<file path="src/rtl/instr_fetch_pkg.sv">
// Shared widths, defaults and the queue entry type for the instruction fetch stage.
package instr_fetch_pkg;

  localparam int ADDR_W      = 16;
  localparam int INSTR_W     = 16;
  localparam int Q_DEPTH_DEF = 2;

  typedef struct packed {
    logic [ADDR_W-1:0]  pc;
    logic [INSTR_W-1:0] instr;
  } fetch_entry_t;

  // Width needed to count 0..depth inclusive.
  function automatic int cnt_width(input int depth);
    return $clog2(depth + 1);
  endfunction

endpackage

</file>
<file path="src/rtl/instr_fetch_if.sv">
// Fetch-to-decode valid/ready channel carrying an instruction word and its address.
interface instr_fetch_if;
  import instr_fetch_pkg::*;

  logic               ir_valid;
  logic [INSTR_W-1:0] ir_data;
  logic [ADDR_W-1:0]  ir_pc;
  logic               ir_ready;

  modport master (output ir_valid, output ir_data, output ir_pc, input ir_ready);
  modport slave  (input ir_valid, input ir_data, input ir_pc, output ir_ready);

endinterface

</file>
<file path="src/rtl/instr_fetch_queue.sv">
// Show-ahead synchronous FIFO of fetched words; flush empties it in one cycle.
module instr_fetch_queue
  import instr_fetch_pkg::*;
#(
  parameter  int DEPTH = Q_DEPTH_DEF,
  localparam int CNT_W = cnt_width(DEPTH),
  localparam int PTR_W = (DEPTH > 1) ? $clog2(DEPTH) : 1
) (
  input  logic             clock,
  input  logic             reset,
  input  logic             push_i,
  input  fetch_entry_t     entry_i,
  input  logic             pop_i,
  input  logic             flush_i,
  output logic [CNT_W-1:0] occ_o,
  output fetch_entry_t     head_o
);

  fetch_entry_t     mem_q [DEPTH];
  logic [PTR_W-1:0] wr_ptr_q, wr_ptr_d;
  logic [PTR_W-1:0] rd_ptr_q, rd_ptr_d;
  logic [CNT_W-1:0] occ_q, occ_d;
  logic             do_push, do_pop;

  function automatic logic [PTR_W-1:0] next_ptr(input logic [PTR_W-1:0] ptr);
    return (ptr == PTR_W'(DEPTH - 1)) ? '0 : ptr + 1'b1;
  endfunction

  assign do_push = push_i & ~flush_i;
  assign do_pop  = pop_i & ~flush_i;

  // NOTE: every variable gets a default at the top of always_comb so no path leaves it unassigned (no latch).
  always_comb begin
    wr_ptr_d = wr_ptr_q;
    rd_ptr_d = rd_ptr_q;
    occ_d    = occ_q;
    if (flush_i) begin
      wr_ptr_d = '0;
      rd_ptr_d = '0;
      occ_d    = '0;
    end else begin
      if (do_push) wr_ptr_d = next_ptr(wr_ptr_q);
      if (do_pop)  rd_ptr_d = next_ptr(rd_ptr_q);
      occ_d = occ_q + CNT_W'(do_push) - CNT_W'(do_pop);
    end
  end

  // NOTE: sequential state uses non-blocking assignments so all registers update from pre-edge values.
  always_ff @(posedge clock) begin
    if (reset) begin
      wr_ptr_q <= '0;
      rd_ptr_q <= '0;
      occ_q    <= '0;
    end else begin
      wr_ptr_q <= wr_ptr_d;
      rd_ptr_q <= rd_ptr_d;
      occ_q    <= occ_d;
    end
  end

  // NOTE: storage is deliberately not reset; occupancy alone decides which entries are visible.
  always_ff @(posedge clock) begin
    if (do_push) mem_q[wr_ptr_q] <= entry_i;
  end

  assign occ_o  = occ_q;
  assign head_o = (occ_q == '0) ? '0 : mem_q[rd_ptr_q];

endmodule

</file>
<file path="src/rtl/instr_fetch.sv">
// Fetch stage: one ROM read per cycle at the PC, credit-limited by the queue, flushed on a taken jump.
module instr_fetch
  import instr_fetch_pkg::*;
#(
  parameter int Q_DEPTH = Q_DEPTH_DEF
) (
  input  logic               clock,
  input  logic               reset,
  input  logic [ADDR_W-1:0]  pc_addr,
  output logic               pc_adv,
  input  logic               jump_taken,
  output logic               imem_req,
  output logic [ADDR_W-1:0]  imem_addr,
  input  logic [INSTR_W-1:0] imem_rdata,
  instr_fetch_if.master      dec
);

  localparam int CNT_W = cnt_width(Q_DEPTH);
  localparam int CRD_W = CNT_W + 1;

  logic              inflight_q, inflight_d;
  logic [ADDR_W-1:0] req_pc_q, req_pc_d;
  logic              post_rst_q;
  logic [CNT_W-1:0]  occ;
  logic [CRD_W-1:0]  credit;
  logic              ir_valid, pop, push, req;
  fetch_entry_t      head, entry;

  // Words already queued plus the one in flight must leave room for the read issued now.
  always_comb begin
    ir_valid   = (occ != '0) & ~reset;
    pop        = ir_valid & dec.ir_ready & ~jump_taken;
    push       = inflight_q & ~jump_taken;
    credit     = {1'b0, occ} + CRD_W'(inflight_q) - CRD_W'(pop);
    req        = ~reset & ~post_rst_q & ~jump_taken & (credit < CRD_W'(Q_DEPTH));
    inflight_d = req;
    req_pc_d   = req ? pc_addr : req_pc_q;
  end

  always_ff @(posedge clock) begin
    if (reset) begin
      inflight_q <= 1'b0;
      req_pc_q   <= '0;
      post_rst_q <= 1'b1;
    end else begin
      inflight_q <= inflight_d;
      req_pc_q   <= req_pc_d;
      post_rst_q <= 1'b0;
    end
  end

  assign entry = '{pc: req_pc_q, instr: imem_rdata};

  instr_fetch_queue #(.DEPTH(Q_DEPTH)) u_queue (
    .clock   (clock),
    .reset   (reset),
    .push_i  (push),
    .entry_i (entry),
    .pop_i   (pop),
    .flush_i (jump_taken),
    .occ_o   (occ),
    .head_o  (head)
  );

  assign imem_req     = req;
  assign imem_addr    = pc_addr;
  assign pc_adv       = req;
  assign dec.ir_valid = ir_valid;
  assign dec.ir_data  = head.instr;
  assign dec.ir_pc    = head.pc;

endmodule
</file>
<file path="src/flat_wrapper.sv">
// flat-port wrapper written by rule: the top's interface ports become plain ports
module instr_fetch_flat import instr_fetch_pkg::*;
#(
  parameter int Q_DEPTH = Q_DEPTH_DEF
)
  (clock, reset, pc_addr, pc_adv, jump_taken, imem_req, imem_addr, imem_rdata, dec_ir_valid, dec_ir_data, dec_ir_pc, dec_ir_ready);
  instr_fetch_if dec_i ();
  input  logic clock;
  input  logic reset;
  input  logic [ADDR_W-1:0] pc_addr;
  output logic pc_adv;
  input  logic jump_taken;
  output logic imem_req;
  output logic [ADDR_W-1:0] imem_addr;
  input  logic [INSTR_W-1:0] imem_rdata;
  output wire logic [$bits(dec_i.ir_valid)-1:0] dec_ir_valid;
  output wire logic [$bits(dec_i.ir_data)-1:0] dec_ir_data;
  output wire logic [$bits(dec_i.ir_pc)-1:0] dec_ir_pc;
  input wire logic [$bits(dec_i.ir_ready)-1:0] dec_ir_ready;
  assign dec_ir_valid = dec_i.ir_valid;
  assign dec_ir_data = dec_i.ir_data;
  assign dec_ir_pc = dec_i.ir_pc;
  assign dec_i.ir_ready = dec_ir_ready;
  instr_fetch #(.Q_DEPTH(Q_DEPTH)) u_core (.clock(clock), .reset(reset), .pc_addr(pc_addr), .pc_adv(pc_adv), .jump_taken(jump_taken), .imem_req(imem_req), .imem_addr(imem_addr), .imem_rdata(imem_rdata), .dec(dec_i));
endmodule
</file>
<file path="config.mk">
export PLATFORM = sky130hd
export DESIGN_NAME = instr_fetch_flat
export DESIGN_NICKNAME = d
export VERILOG_FILES = /design/src/rtl/instr_fetch_pkg.sv /design/src/rtl/instr_fetch_if.sv /design/src/rtl/instr_fetch_queue.sv /design/src/rtl/instr_fetch.sv /design/src/flat_wrapper.sv
export SDC_FILE = /design/constraint.sdc
export NUM_CORES = 1
export LEC_CHECK = 0
export ABC_CLOCK_PERIOD_IN_PS = 5900
export CORE_MARGIN = 2
export CORE_UTILIZATION = 30
export DETAILED_ROUTE_END_ITERATION = 10
export PLACE_DENSITY = 0.62
export SLEW_MARGIN = 25
export SYNTH_ARGS = -nofsm -noshare
export SYNTH_HDL_FRONTEND = slang
export SYNTH_SLANG_ARGS = --single-unit
</file>
<file path="constraint.sdc">
create_clock -name clock -period 5.9 [get_ports clock]
set_input_delay 1.475 -clock clock [delete_from_list [all_inputs] [get_ports clock]]
set_output_delay 1.475 -clock clock [all_outputs]
set_load 0.05 [all_outputs]
</file>
==> reports/metrics.csv, run 1 <==
metric,value,unit
final WL,6980,um
Final nets,372,
Startpoint Class,primary input,
maximum clock frequency,177,MHz
total CTS buffers,9,
Syn-to-layout area delta,34.8,%
clock skew,5.05,ps
Starting Density,30.8,%
reg2reg setup slack,2740,ps
worst hold path depth,0,
Worst path slowest cell,fa_1,
status,"finished, final reports clean",
R2R depth,8,
critical path arrival,4180,ps
met2 WL,3440,um
hold wc startpoint,u_core.req_pc_q[9],
total negative slack,0,ps
Power Density,285,nW/um^2
"Reg clk slew, reported paths",70,ps
DRT iter0 DRCs,83,
# hold bufs at CTS,0,
max-cap violations,0,
largest net degree at the start of global routing,34,
worst-path cell chain,clkdlybuf4s50_1 > o21ai_0 > nor3_1 > ha_1 > nand2b_1 > fa_1 > or4b_4 > nor2_2 > buf_4,
PostCTS Resize Cnt,0,
CTS sink count,87,
DRT Pass-1 Iters,4,
Core Area,11400,sq um
Port Buffers,86,
Die Wd,112,um
first-pass GRT wire length,11200,um
average cell area after synthesis,13.4,sq um
CP required,4430,ps
leakage power,1.51,nW
number of distinct standard cells referenced by the synthesized netlist,24,
Tcrit/Tclk final,95.8,%
DIE AREA,12600,sq um
CP Buf/Inv Count,2,
CTS root buf,clkbuf_16,
DIE HEIGHT,112,um
ant diodes,0,
postcts setup bufs,0,
syn_nets,302,
Synth Warn #,0,
PnR worst setup slack,249,ps
Mapped Cells,262,
drc violations,0,
WL met3,416,um
"Slew Viols, Final",0,
reg2reg end,u_core.req_pc_q[1],
DP Wirelength,4430,um
Routability Congestion,0.708,
RSZ-0062 raised after global routing,false,
Via-to-Cell Ratio,4.48,
r2r startpoint,u_core.u_queue.occ_o[1],
GRT overflow,0,
worst hold path class,reg2reg,
number of synthesized register bits,87,
proportion of synthesized chip area in sequential cells,67.8,%
Tightest Pin Transition,1030,ps
M1 WL,3050,um
routed via count,2152,
CP Capture Type,output port,
final hold violations,0,
fin util,41.5,%
total track usage,11.3,%
kind of critical path,in2out,
Max VDD drop,150,uV
FP Rows,39,
io pins,87,
DRT antenna net count,0,
Final Critical Period,5650,ps
Multi-input gate area,930,sq um
worst skew pair latency,330,ps
Wirelength per Cell,14.5,um
crit-path max cell delay,520,ps
pre-CTS setup slack,241,ps
Post-Syn Area,3520,sq um
Final setup viols,0,
share of cells above drive strength 1,9.50,%
H-Tree Depth,3,
Slew headroom,31.2,%
cell family with the largest share of critical-path delay,simple AND/OR/NAND/NOR gates,
Bufs on Longest Clock Path,2,
CP Max Fanout,2,
max layer used,met4,
initial antenna violation count,0,
clock tree from TritonCTS,yes,
Fill cells,1091,
vias in the first global route,2201,
Hold Crit Endpoint,u_core.u_queue.mem_q[1][25],
FF+latch area,2390,sq um
## kinds of logic after synthesis
kind of cell	synth area share, %
DFF	67.8
and+or+nand+nor	8.68
buffers and inverters	6.51
AOI/OAI and AO/OA	4.80
muxes	9.11
xor gates and xnor gates	1.49
adders and majority gates	1.64
## per-layer routing
| layer | vias to the layer above | GRT usage, % |
|---|---|---|
| li1 | 1064 | - |
| met1 | 1005 | 14.3 |
| met2 | 75 | 18.7 |
| met3 | 8 | 3.78 |
| met4 | 0 | 3.25 |
| met5 | - | 0 |
## synthesized netlist by cell type
cell	n	area, sq um
nand2b_1	2	12.5
mux2i_1	32	320
xnor2_1	3	26.3
nor3_1	5	25.0
clkbuf_1	6	22.5
o21ai_1	7	35.0
o21ai_0	9	45.0
nor3b_1	1	7.51
nor2_1	38	143
buf_6	3	33.8
xor2_1	3	26.3
a21oi_1	16	80.1
buf_4	17	128
dfxtp_1	23	460
or4b_4	1	13.8
buf_1	1	3.75
o21ai_2	1	8.76
ha_1	3	37.5
edfxtp_1	64	1920
inv_1	3	11.3
nand3_1	16	80.1
buf_2	6	30.0
nor4b_4	1	23.8
fa_1	1	20.0
## worst max-delay path by stage
stage	from	to	slack [ps]	cells past startpoint
4_1_cts	dec_ir_ready	pc_adv	220	9
2_1_floorplan	reset	pc_adv	3	11
3_3_place_gp	dec_ir_ready	pc_adv	340	9
3_5_place_dp	dec_ir_ready	pc_adv	240	9
5_1_grt	dec_ir_ready	imem_req	110	9
6_report	dec_ir_ready	pc_adv	250	9
## state kept, by name (all words and copies together), names as in the netlist, named ones only
register,cells
u_core.inflight_q,1
u_core.u_queue.mem_q,64
u_core.u_queue.occ_o,2
u_core.u_queue.wr_ptr_q,1
u_core.req_pc_q,16
u_core.u_queue.rd_ptr_q,1
u_core.post_rst_q,1
## layout by cell type (no fill, tap or decap), drive strengths merged
master         Yosys  layout
clkdlybuf4s50      0      84
fa                 1       1
dfxtp             23      23
clkinvlp           0       1
o21ai             17      17
mux2i             32      32
nand3             16      16
nand2b             2       2
a21oi             16      16
xor2               3       3
ha                 3       3
edfxtp            64      64
clkinv             0       1
buf               27       8
or4b               1       1
clkbuf             6      10
inv                3       6
nor3b              1       1
nor3               5       5
bufinv             0       1
nor2              38      38
xnor2              3       3
nor4b              1       1
## report_power, final
part | switching [mW] | internal [mW] | leakage (nW)
Sequential | 0.00516 | 0.664 | 0.736
Clock | 0.234 | 0.346 | 0.152
Combinational | 0.0585 | 0.0436 | 0.625
## stage by stage
stage,std cells,hold WS (ps),power [mW],instance area [sq um]
after detailed placement,463,434,0.786,4400
after global placement,463,425,0.784,4400
after CTS,479,450,1.37,4710
final,480,451,1.35,4740
after floorplan,262,419,0.745,3520
after global routing,480,462,1.40,4740
## cell type report
| type | count | share of cell area, % |
|---|---|---|
| inverter | 3 | 0.238 |
| sequential | 87 | 50.3 |
| multi-input combinational | 139 | 19.6 |
| tap | 143 | 3.77 |
| clock buffer | 10 | 5.04 |
| timing repair buffer | 92 | 19.4 |
| clock inverter | 6 | 1.58 |
## worst reg2reg max path, cell delays in order (launching register included)
cell and delay (ps):
dfxtp_1 540, o21ai_0 220, nor3_1 290, ha_1 290, nand2b_1 150, fa_1 520, nor4b_4 730, nand3_1 190
a21oi_1 170
(Power assumes the default switching activity.)
==> run 2: changes to the inputs <==
- ABC_CLOCK_PERIOD_IN_PS: 5900 -> not set
- TNS_END_PERCENT: not set -> 50
==> results of run 2 <==
Same layout as run 1: the final DEF is identical, and so are final timing and power.
